==> src/rtl/capture_timer_pkg.sv <==
// Shared types and constants for the capture_timer block (state encoding, default sizes).
package capture_timer_pkg;

    typedef enum logic {
        ST_IDLE = 1'b0,
        ST_RUN  = 1'b1
    } state_t;

    localparam int DEF_CNT_W      = 32;
    localparam int DEF_FIFO_DEPTH = 4;

    // Ceiling log2, usable in parameter expressions; bounded at 2^30.
    function automatic int clog2(input int value);
        int result;
        result = 0;
        for (int i = 0; i < 31; i++) begin
            if ((1 << i) < value) begin
                result = i + 1;
            end
        end
        return result;
    endfunction

endpackage

==> src/rtl/capture_timer_if.sv <==
// Valid/ready timestamp stream from capture_timer to the readout logic.
interface capture_timer_if
    import capture_timer_pkg::*;
#(
    parameter int CNT_W = DEF_CNT_W
);
    logic [CNT_W-1:0] cap_data_o;
    logic             cap_valid_o;
    logic             cap_ready_i;

    modport master (output cap_data_o, output cap_valid_o, input cap_ready_i);
    modport slave  (input cap_data_o, input cap_valid_o, output cap_ready_i);
endinterface

==> src/rtl/capture_fifo.sv <==
// Small synchronous first-word-fall-through FIFO holding captured timestamps.
module capture_fifo
    import capture_timer_pkg::*;
#(
    parameter int WIDTH = DEF_CNT_W,
    parameter int DEPTH = DEF_FIFO_DEPTH,
    parameter int LVL_W = clog2(DEPTH) + 1
) (
    input  logic             clk,
    input  logic             rst,
    input  logic             push,
    input  logic             pop,
    input  logic             flush,
    input  logic [WIDTH-1:0] push_data,
    output logic [WIDTH-1:0] data,
    output logic             valid,
    output logic             full,
    output logic [LVL_W-1:0] level
);
    localparam int PTR_W = clog2(DEPTH);

    logic [WIDTH-1:0] mem [DEPTH];
    logic [PTR_W-1:0] wr_ptr;
    logic [PTR_W-1:0] rd_ptr;
    logic             pop_ok;
    logic             push_ok;

    assign valid   = (level != '0);
    assign full    = (level == LVL_W'(DEPTH));
    assign pop_ok  = pop & valid;
    assign push_ok = push & (~full | pop_ok);
    // Head is forced to zero while empty so stale entries never leak out.
    assign data    = valid ? mem[rd_ptr] : '0;

    always_ff @(posedge clk) begin
        if (push_ok) begin
            mem[wr_ptr] <= push_data;
        end
    end

    always_ff @(posedge clk) begin
        if (rst || flush) begin
            wr_ptr <= '0;
            rd_ptr <= '0;
            level  <= '0;
        end else begin
            if (push_ok) begin
                wr_ptr <= wr_ptr + 1'b1;
            end
            if (pop_ok) begin
                rd_ptr <= rd_ptr + 1'b1;
            end
            case ({push_ok, pop_ok})
                2'b10:   level <= level + 1'b1;
                2'b01:   level <= level - 1'b1;
                default: level <= level;
            endcase
        end
    end

endmodule

==> src/rtl/capture_timer.sv <==
// Armed free-running counter whose value is pushed into a FIFO on each capture pulse.
// Define CAPTURE_TIMER_DELTA_EN to push differences between successive captures instead.
module capture_timer
    import capture_timer_pkg::*;
#(
    parameter int CNT_W      = DEF_CNT_W,
    parameter int FIFO_DEPTH = DEF_FIFO_DEPTH,
    parameter int LVL_W      = clog2(FIFO_DEPTH) + 1
) (
    input  logic             clk_i,
    input  logic             rst_i,
    input  logic             start_pulse_i,
    input  logic             capture_pulse_i,
    input  logic             clear_pulse_i,
    capture_timer_if.master  cap,
    output logic [LVL_W-1:0] fifo_level_o,
    output logic             running_o,
    output logic             overrun_o,
    output logic             cnt_wrap_o
);
    state_t           state;
    logic [CNT_W-1:0] cnt;
    logic [CNT_W-1:0] push_value;
    logic             push_req;
    logic             push_ok;
    logic             pop;
    logic             fifo_full;

    // A capture only counts in RUN and loses to a same-cycle start or clear.
    assign push_req  = (state == ST_RUN) & capture_pulse_i & ~start_pulse_i & ~clear_pulse_i;
    assign pop       = cap.cap_valid_o & cap.cap_ready_i;
    assign push_ok   = push_req & (~fifo_full | pop);
    assign running_o = (state == ST_RUN);

`ifdef CAPTURE_TIMER_DELTA_EN
    logic [CNT_W-1:0] last_cnt;
    logic             have_last;

    assign push_value = have_last ? (cnt - last_cnt) : cnt;

    // Only accepted pushes advance the reference; a restart forces an absolute value next.
    always_ff @(posedge clk_i) begin
        if (rst_i || clear_pulse_i || start_pulse_i) begin
            last_cnt  <= '0;
            have_last <= 1'b0;
        end else if (push_ok) begin
            last_cnt  <= cnt;
            have_last <= 1'b1;
        end
    end
`else
    assign push_value = cnt;
`endif

    always_ff @(posedge clk_i) begin
        if (rst_i || clear_pulse_i) begin
            state      <= ST_IDLE;
            cnt        <= '0;
            overrun_o  <= 1'b0;
            cnt_wrap_o <= 1'b0;
        end else if (start_pulse_i) begin
            state <= ST_RUN;
            cnt   <= '0;
        end else if (state == ST_RUN) begin
            cnt <= cnt + 1'b1;
            if (cnt == '1) begin
                cnt_wrap_o <= 1'b1;
            end
            if (push_req && fifo_full && !pop) begin
                overrun_o <= 1'b1;
            end
        end
    end

    capture_fifo #(
        .WIDTH (CNT_W),
        .DEPTH (FIFO_DEPTH),
        .LVL_W (LVL_W)
    ) u_fifo (
        .clk       (clk_i),
        .rst       (rst_i),
        .push      (push_ok),
        .pop       (pop),
        .flush     (clear_pulse_i),
        .push_data (push_value),
        .data      (cap.cap_data_o),
        .valid     (cap.cap_valid_o),
        .full      (fifo_full),
        .level     (fifo_level_o)
    );

endmodule

==> src/flat_wrapper.sv <==
// flat-port wrapper written by rule: the top's interface ports become plain ports
module capture_timer_flat import capture_timer_pkg::*;
#(
    parameter int CNT_W      = DEF_CNT_W,
    parameter int FIFO_DEPTH = DEF_FIFO_DEPTH,
    parameter int LVL_W      = clog2(FIFO_DEPTH) + 1
)
  (clk_i, rst_i, start_pulse_i, capture_pulse_i, clear_pulse_i, fifo_level_o, running_o, overrun_o, cnt_wrap_o, cap_cap_data_o, cap_cap_valid_o, cap_cap_ready_i);
  capture_timer_if #(.CNT_W(CNT_W)) cap_i ();
  input  logic clk_i;
  input  logic rst_i;
  input  logic start_pulse_i;
  input  logic capture_pulse_i;
  input  logic clear_pulse_i;
  output logic [LVL_W-1:0] fifo_level_o;
  output logic running_o;
  output logic overrun_o;
  output logic cnt_wrap_o;
  output wire logic [$bits(cap_i.cap_data_o)-1:0] cap_cap_data_o;
  output wire logic [$bits(cap_i.cap_valid_o)-1:0] cap_cap_valid_o;
  input wire logic [$bits(cap_i.cap_ready_i)-1:0] cap_cap_ready_i;
  assign cap_cap_data_o = cap_i.cap_data_o;
  assign cap_cap_valid_o = cap_i.cap_valid_o;
  assign cap_i.cap_ready_i = cap_cap_ready_i;
  capture_timer #(.CNT_W(CNT_W), .FIFO_DEPTH(FIFO_DEPTH), .LVL_W(LVL_W)) u_core (.clk_i(clk_i), .rst_i(rst_i), .start_pulse_i(start_pulse_i), .capture_pulse_i(capture_pulse_i), .clear_pulse_i(clear_pulse_i), .cap(cap_i), .fifo_level_o(fifo_level_o), .running_o(running_o), .overrun_o(overrun_o), .cnt_wrap_o(cnt_wrap_o));
endmodule
==> config.mk <==
export PLATFORM = sky130hd
export DESIGN_NAME = capture_timer_flat
export DESIGN_NICKNAME = d
export VERILOG_FILES = /design/src/rtl/capture_timer_pkg.sv /design/src/rtl/capture_timer_if.sv /design/src/rtl/capture_fifo.sv /design/src/rtl/capture_timer.sv /design/src/flat_wrapper.sv
export SDC_FILE = /design/constraint.sdc
export NUM_CORES = 1
export LEC_CHECK = 0
export ABC_AREA = 1
export CELL_PAD_IN_SITES_DETAIL_PLACEMENT = 0
export CELL_PAD_IN_SITES_GLOBAL_PLACEMENT = 1
export CORE_MARGIN = 2
export CORE_UTILIZATION = 50
export DETAILED_ROUTE_END_ITERATION = 7
export GPL_ROUTABILITY_DRIVEN = 1
export GPL_TIMING_DRIVEN = 0
export PLACE_DENSITY_LB_ADDON = 0.08
export REMOVE_ABC_BUFFERS = 1
export SYNTH_ARGS = -nofsm -noshare
export SYNTH_HDL_FRONTEND = slang
export SYNTH_SLANG_ARGS = --single-unit
==> constraint.sdc <==
create_clock -name clk_i -period 4.9 [get_ports clk_i]
set_clock_uncertainty 0.15 [all_clocks]
set_input_delay 0.49 -clock clk_i [delete_from_list [all_inputs] [get_ports clk_i]]
set_output_delay 0.49 -clock clk_i [all_outputs]
set_load 0.005 [all_outputs]
==> results of run 1 <==
==> power breakdown <==
part | total, mW | switching [mW] | internal [mW]
Sequential | 1.55 | 0.00299 | 1.55
Clock | 1.28 | 0.527 | 0.755
Combinational | 0.0398 | 0.0214 | 0.0184
==> layer usage <==
layer	up-vias	global-route usage (%)	share of wire [%]
met4	0	8.46	1.7
met3	21	4.21	4.3
met1	2445	27.3	46
li1	2543	-	-
met5	-	0	0
met2	124	34.7	48
==> worst register-to-register path, delay by kind of cell (launching register included) <==
family	cells	cell delay, ns
AND/OR/NAND/NOR	4	1.06
buffers and inverters	3	0.46
flip-flops	1	0.58
==> area by class of cell <==
type	instances	area share (%)
clock buffer	19	5.16
clock inverter	13	1.46
inverter	52	2.29
multi-input combinational	479	26.4
sequential	172	55.1
tap	184	2.68
timing repair buffer	50	6.88
==> how the worst max path moves through the flow <==
stage	to	startpoint
after detailed placement	cap_cap_data_o[16]	register
after CTS	cap_cap_data_o[16]	register
after global routing	cap_cap_data_o[24]	register
final	cap_cap_data_o[16]	register
after floorplan	cap_cap_data_o[30]	register
after global placement	cap_cap_data_o[14]	register
==> cell usage after synthesis <==
master    instances
nor2_1          193
edfxtp_1        128
nand2_1          78
o21ai_0          73
a21oi_1          59
inv_1            46
dfxtp_1          44
nand3_1          17
nor2_2           12
buf_2            11
clkbuf_1         11
nand4_1          10
ha_1              6
inv_2             5
nand2_2           5
nor2_4            4
nor3_1            4
o21ai_1           4
nand3b_1          3
buf_1             2
buf_4             2
nand3_2           2
xnor2_1           2
xor2_1            2
and2_1            1
clkbuf_8          1
clkinv_1          1
fa_1              1
nand2_4           1
nor2_8            1
o21a_1            1
==> metrics by stage <==
step | cell area [um2] | hold slack (ns) | cells | utilization [%]
after floorplan | 7150 | 0.291 | 703 | -
after global placement | 7830 | 0.290 | 931 | 54.5
after detailed placement | 8010 | 0.302 | 937 | 55.8
after CTS | 8580 | 0.314 | 969 | 59.7
after global routing | 8580 | 0.344 | 969 | 59.7
final | 8580 | 0.311 | 969 | 59.7
==> state kept, by name, indices dropped and copies added, names as in the netlist, named ones only <==
| signal | cells |
|---|---|
| u_core.cnt | 32 |
| u_core.cnt_wrap_o | 1 |
| u_core.overrun_o | 1 |
| u_core.running_o | 1 |
| u_core.u_fifo.level | 3 |
| u_core.u_fifo.mem | 128 |
| u_core.u_fifo.rd_ptr | 2 |
| u_core.u_fifo.wr_ptr | 2 |
==> cells by family after synthesis <==
kind of cell,count (synthesis),synth area share (%)
buf+inv,79,4.50
flops,172,64.8
fa+ha+maj,7,1.30
compound gates,137,9.44
simple gates,331,19.4
xor+xnor,4,0.481
==> results_dict.tcl, run 1 <==
set metrics [dict create \
    place_congestion 0.773 \
    h-tree-depth 4 \
    hpwl_um 9840 \
    cts.sink_count 172 \
    antenna_left 0 \
    cts_resized 0 \
    cap_viol_max_count 0 \
    drtIter0Drc 336 \
    port_buffers 44 \
    first_pass_iters 5 \
    syn-mean-instance-area_um2 9.98 \
    worst_hold_path_type "register to register" \
    most-common-layout-cells "189 x nor2_1, 128 x edfxtp_1, 78 x nand2_1" \
    pre_cts_ws_ns 1.38 \
    start_util_pct 50.7 \
    clockRootBuffer "clkbuf_16" \
    pin_count 45 \
    die_y_um 125 \
    grt_max_degree 65 \
    antenna_found_initial 0 \
    reg2reg_from "u_core.running_o" \
    cpPeakStageDelay_ns 0.87 \
    hp-start "u_core.u_fifo.rd_ptr[1]" \
    relSlewSlack_pct 13.2 \
    die_x_um 125 \
    vias 5133 \
    cp_max_fo 33 \
    cp_cell_sequence "inv_1 > nor2_1 > o21ai_0 > a21oi_1 > clkdlybuf4s50_1" \
    crit_type "register to output port" \
    cellLeakagePower_nw 2.89 \
    peakVddDrop_v 0.000244 \
    r2r-end "u_core.u_fifo.mem[1][12]" \
    cp.required_ns 4.26 \
    finalNetCount 785 \
    synth_area_leaders "edfxtp_1 53%, dfxtp_1 12%, nor2_1 9.9%, o21ai_0 5.0%, a21oi_1 4.1%" \
    nFillCells 1216 \
    yosysTopAreaCellShare_pct 52.7 \
    crit_buf_inv 2 \
    diodes 0 \
    synthToLayoutAreaGrowth_pct 17.8 \
    regArea_um2 4730 \
    fp-row-count 44 \
    tightestPinTransition_ns 1.30 \
    wl_um 15300 \
    cts_made_buffers 17 \
    powerDensity_nw_per_um2 335 \
    ys_ff_latch 172 \
    syn_area_um2 7290 \
    synth-seq-area-share_pct 64.8 \
    p_total_mw 2.87 \
    post_cts_buffers 0 \
    setup_viol 0 \
    finalCritPeriodShare_pct 80.5 \
    crit_slowest_cell "dfxtp_2" \
    max_freq_mhz 254 \
    path_delay_family "buffers and inverters" \
    multi_input_area_um2 2270 \
    cts_tree "yes" \
    yosys_warnings 0 \
    grt_pass1_vias 5128 \
    min_period_ns 3.94 \
    cts_hold_buf 0 \
    cts_buffer_depth 2 \
    setup_tns_ns 0 \
    setup_slack_ns 0.957 \
    dieArea_um2 15600 \
    vias_per_cell 5.30 \
    report.final.slew_viol_count 0 \
    hold_path_depth 2 \
    clk_pin_slew_ns 0.06 \
    syn_inst 730 \
    cp-end-kind "output port" \
    overflow 0 \
    drive_above_1_share_pct 9.30 \
    core_um2 14400 \
    grtUsageTotal_pct 21.0 \
    rsz0062_at_grt "no" \
    grt_pass1_wl_um 25500 \
    drc 0 \
    layout_commonest_cell "nor2_1" \
    reg2reg_slack_ns 2.32 \
    synth.distinct_cells 31 \
    status "complete, no violations" \
    final-hold-violation-count 0 \
    cp-start-kind "register" \
    reg2regPathDepth 7 \
    crit_cells 5 \
    wl_per_cell_um 15.8 \
    arrival_ns 3.30 \
    synth_largest_area_cell "edfxtp_1" \
    clk_latency_ns 0.43 \
]
(Power assumes the default switching activity.)
==> inputs of run 2 (changes only) <==
- CORE_UTILIZATION: 50 -> 42
- clock period: 4.9 -> 3.5 ns (I/O delays scaled with it)
==> results_dict.tcl, run 2 (synthesis results as in run 1) <==
set metrics [dict create \
    cellLeakagePower_nw 2.90 \
    hpwl_um 10300 \
    grt_pass1_vias 4877 \
    diodes 0 \
    drc 0 \
    antenna_left 0 \
    pin_count 45 \
    h-tree-depth 4 \
    status "complete, no violations" \
    finalNonFillerCells 1010 \
    setup_viol 0 \
    reg2reg_slack_ns 0.97 \
    place_area_um2 8040 \
    wl_per_cell_um 16.0 \
    reg.largest.list "u_core.u_fifo.mem: 128 flops, u_core.cnt: 32 flops, u_core.u_fifo.level: 3 flops" \
    grtUsageTotal_pct 18.6 \
    start_util_pct 42.6 \
    powerDensity_nw_per_um2 481 \
    reg2reg_from "u_core.running_o" \
    core_um2 17100 \
    intPower_mw 3.38 \
    finalCritPeriodShare_pct 89.0 \
    min_period_ns 3.11 \
    clockPowerShare_pct 46.6 \
    cts_tree "yes" \
    relSlewSlack_pct 46.4 \
    grt_pass1_wl_um 25900 \
    r2r-end "u_core.u_fifo.mem[1][24]" \
    cts_made_buffers 17 \
    rsz0062_at_grt "no" \
    largest-register "u_core.u_fifo.mem" \
    arrival_ns 2.61 \
    synthToLayoutAreaGrowth_pct 18.8 \
    max_freq_mhz 321 \
    dieArea_um2 18400 \
    cts.sink_count 172 \
    tightestPinTransition_ns 0.803 \
    nFillCells 1560 \
    finalNetCount 785 \
    p_sw_mw 0.781 \
    peakVddDrop_v 0.000303 \
    comb_power_share_pct 1.3 \
    port_buffers 44 \
    antenna_found_initial 0 \
    overflow 0 \
    seqPwrFrac_pct 52.1 \
    layout_commonest_cell "nor2_1" \
    first_pass_iters 4 \
    grt_max_degree 65 \
    cp_max_fo 33 \
    crit_type "register to output port" \
    drtIter0Drc 275 \
    placedCellCount 978 \
    clockRootBuffer "clkbuf_16" \
    drive_above_1_share_pct 8.92 \
    crit_end "cap_cap_data_o[22]" \
    die_y_um 136 \
    clk_latency_ns 0.42 \
    clk_pin_slew_ns 0.07 \
    cp-end-kind "output port" \
    final_cell_area_um2 8660 \
    final-hold-violation-count 0 \
    cts_buffer_depth 2 \
    largest_register_ff_count 128 \
    fp-row-count 48 \
    vias 5019 \
    cap_viol_max_count 0 \
    worst_hold_path_type "register to register" \
    wl_um 16200 \
    cp.required_ns 3.00 \
    place_congestion 0.812 \
    cp-start-kind "register" \
    report.final.slew_viol_count 0 \
    vias_per_cell 4.97 \
    die_x_um 136 \
    reg2regPathDepth 7 \
    most-common-layout-cells "189 x nor2_1, 128 x edfxtp_1, 78 x nand2_1" \
    swShare_pct 18.7 \
]
==> run 2: changes by cell type in the layout (fill, tap and decap cells not counted), sizes merged <==
cell / delta
bufinv: +2
clkbuf: +2
clkinv: -3
clkinvlp: -2
inv: +1
==> run 2: cell type report <==
cell class	count	area, um2	area share (%)
clock buffers	21	440	5.09
clock inverters	11	166	1.92
inverters	52	200	2.31
multi-input cells	479	2270	26.2
flip-flops and latches	172	4730	54.7
well taps	225	282	3.25
repair buffers	50	568	6.56
==> run 2: through the flow <==
step | hold WS, ns | power, mW | TNS, ns | util (%) | setup slack, ns
2_1_floorplan | 0.291 | 2.24 | -0.589 | - | -0.0513
3_3_place_gp | 0.296 | 2.27 | -211.49 | 46.0 | -2.43
3_5_place_dp | 0.297 | 2.27 | 0 | 47.0 | 0.204
4_1_cts | 0.311 | 4.20 | 0 | 50.6 | 0.156
5_1_grt | 0.328 | 4.29 | 0 | 50.6 | 0.186
6_report | 0.304 | 4.16 | 0 | 50.6 | 0.386
==> run 2: power by group through the flow <==
stage / logic, mW / registers, mW / clock network [mW]
finish: 0.0560 / 2.17 / 1.94
global route: 0.0625 / 2.17 / 2.06
CTS: 0.0573 / 2.17 / 1.97
detailed placement: 0.0569 / 2.21 / 0
global placement: 0.0527 / 2.21 / 0
floorplan: 0.0251 / 2.21 / 0
==> run 2: how the worst min path moves through the flow <==
stage,start,depth (start not counted),slack (ns),to
5_1_grt,u_core.cnt_wrap_o,2,0.33,u_core.cnt_wrap_o
3_3_place_gp,u_core.cnt_wrap_o,2,0.30,u_core.cnt_wrap_o
2_1_floorplan,u_core.u_fifo.rd_ptr[1],2,0.29,register
4_1_cts,u_core.cnt_wrap_o,2,0.31,u_core.cnt_wrap_o
3_5_place_dp,u_core.cnt_wrap_o,2,0.30,u_core.cnt_wrap_o
6_report,u_core.cnt_wrap_o,2,0.30,u_core.cnt_wrap_o
==> run 2: timing repair <==
item	CTS	global route
setup buffers	0	0
hold buffers	0	0
gates resized for setup	2	1
setup endpoints to repair	32	6
==> run 2: critical path, stage by stage (launching register included) <==
cell             delay [ns]
dfxtp_4                0.65
inv_2                  0.45
nor2_1                 0.22
o21ai_0                0.11
a21oi_1                0.19
clkdlybuf4s50_1        0.53
==> run 2: routing by layer <==
layer  global-route usage (%)  vias to the layer above  part of all wire, %
met1                     24.3                     2377                   47
met3                     4.23                       11                  3.2
met5                        0                        -                    0
met4                     5.32                        0                 0.85
met2                     31.1                       82                   49
li1                         -                     2549                    -
==> inputs of run 3 (changes only) <==
- SETUP_SLACK_MARGIN: not set -> 0.2
==> results_dict.tcl, run 3 (synthesis results as in run 1) <==
set metrics [dict create \
    drive_above_1_share_pct 8.92 \
    largest-register "u_core.u_fifo.mem" \
    min_period_ns 3.11 \
    setup_viol 0 \
    clockRootBuffer "clkbuf_16" \
    port_buffers 44 \
    cts_hold_buf 0 \
    status "complete, no violations" \
    nFillCells 1559 \
    overflow 0 \
    tightestPinTransition_ns 0.814 \
    cp-start-kind "register" \
    pin_count 45 \
    crit_end "cap_cap_data_o[22]" \
    report.final.slew_viol_count 0 \
    most-common-layout-cells "189 x nor2_1, 128 x edfxtp_1, 78 x nand2_1" \
    grt_max_degree 65 \
    h-tree-depth 4 \
    wl_um 16200 \
    p_total_mw 4.16 \
    largest_register_ff_count 128 \
    start_util_pct 42.6 \
    setup_slack_ns 0.387 \
    vias_per_cell 4.96 \
    cts_tree "yes" \
    arrival_ns 2.61 \
    wl_per_cell_um 16.0 \
    cts_made_buffers 17 \
    grtUsageTotal_pct 18.6 \
    antenna_left 0 \
    diodes 0 \
    reg2regPathDepth 7 \
    core_um2 17100 \
    place_congestion 0.812 \
    cts.sink_count 172 \
    finalNetCount 785 \
    powerDensity_nw_per_um2 481 \
    r2r-end "u_core.u_fifo.mem[1][24]" \
    synthToLayoutAreaGrowth_pct 18.9 \
    die_x_um 136 \
    cp.required_ns 3.00 \
    first_pass_iters 4 \
    hpwl_um 10300 \
    reg2reg_slack_ns 0.97 \
    reg.largest.list "u_core.u_fifo.mem: 128 flops, u_core.cnt: 32 flops, u_core.u_fifo.level: 3 flops" \
    cellLeakagePower_nw 2.90 \
    dieArea_um2 18400 \
    crit_type "register to output port" \
    peakVddDrop_v 0.000303 \
    die_y_um 136 \
    relSlewSlack_pct 45.6 \
    max_freq_mhz 321 \
    clk_latency_ns 0.42 \
    finalCritPeriodShare_pct 88.9 \
    cts_buffer_depth 2 \
    cp_max_fo 33 \
    clk_pin_slew_ns 0.07 \
    drtIter0Drc 276 \
    layout_commonest_cell "nor2_1" \
    cap_viol_max_count 0 \
    antenna_found_initial 0 \
    fp-row-count 48 \
    vias 5009 \
    reg2reg_from "u_core.running_o" \
    cp-end-kind "output port" \
    rsz0062_at_grt "no" \
    grt_pass1_wl_um 25900 \
    post_cts_buffers 0 \
    pre_cts_ws_ns 0.204 \
    worst_hold_path_type "register to register" \
    final-hold-violation-count 0 \
    drc 0 \
    grt_pass1_vias 4877 \
]
-- run 3: how the worst min path moves through the flow --
stage | slack [ns] | from | end | cells after the start
5_1_grt | 0.33 | u_core.cnt_wrap_o | u_core.cnt_wrap_o | 2
2_1_floorplan | 0.29 | u_core.u_fifo.rd_ptr[1] | register | 2
3_5_place_dp | 0.30 | u_core.cnt_wrap_o | u_core.cnt_wrap_o | 2
6_report | 0.30 | u_core.cnt_wrap_o | u_core.cnt_wrap_o | 2
4_1_cts | 0.31 | u_core.cnt_wrap_o | u_core.cnt_wrap_o | 2
3_3_place_gp | 0.30 | u_core.cnt_wrap_o | u_core.cnt_wrap_o | 2
-- run 3: power by group --
group | internal (mW) | leakage, nW | switching [mW]
logic | 0.0255 | 1.08 | 0.0305
registers | 2.16 | 1.53 | 0.00402
clock network | 1.19 | 0.291 | 0.745
total | 3.38 | 2.90 | 0.780
-- run 3: critical path, cell delays in order (launching register included) --
cell and delay (ns):
dfxtp_4 0.65, inv_2 0.46, nor2_1 0.22, o21ai_0 0.11, a21oi_1 0.19, clkdlybuf4s50_1 0.53
-- run 3: final cells by class --
class                           instances  area [um2]  area share, %
Clock buffer                           21         440           5.09
Clock inverter                         11         166           1.92
Inverter                               52         203           2.34
Multi-Input combinational cell        479        2270           26.2
Sequential cell                       172        4730           54.6
Tap cell                              225         282           3.25
Timing Repair Buffer                   50         568           6.56
-- run 3: through the flow --
stage | TNS [ns] | area, um2 | hold WS (ns) | utilization [%] | std cells
global placement | -211.49 | 7880 | 0.296 | 46.0 | 972
floorplan | -0.589 | 7150 | 0.291 | - | 703
CTS | 0 | 8660 | 0.311 | 50.6 | 1010
detailed placement | 0 | 8040 | 0.297 | 47.0 | 978
finish | 0 | 8660 | 0.304 | 50.6 | 1010
global route | 0 | 8660 | 0.328 | 50.6 | 1010
-- run 3: per-layer routing --
metal	vias to the layer above	GRT usage (%)	part of all wire (%)
met5	-	0	0
met3	11	4.23	3.2
li1	2548	-	-
met2	84	31.1	49
met1	2366	24.3	47
met4	0	5.32	0.85
-- run 3: repair_timing --
action	in CTS	in global routing
gates cloned	0	0
hold endpoints to repair	0	0
gates resized for setup	3	1
endpoints found under the setup margin	32	1
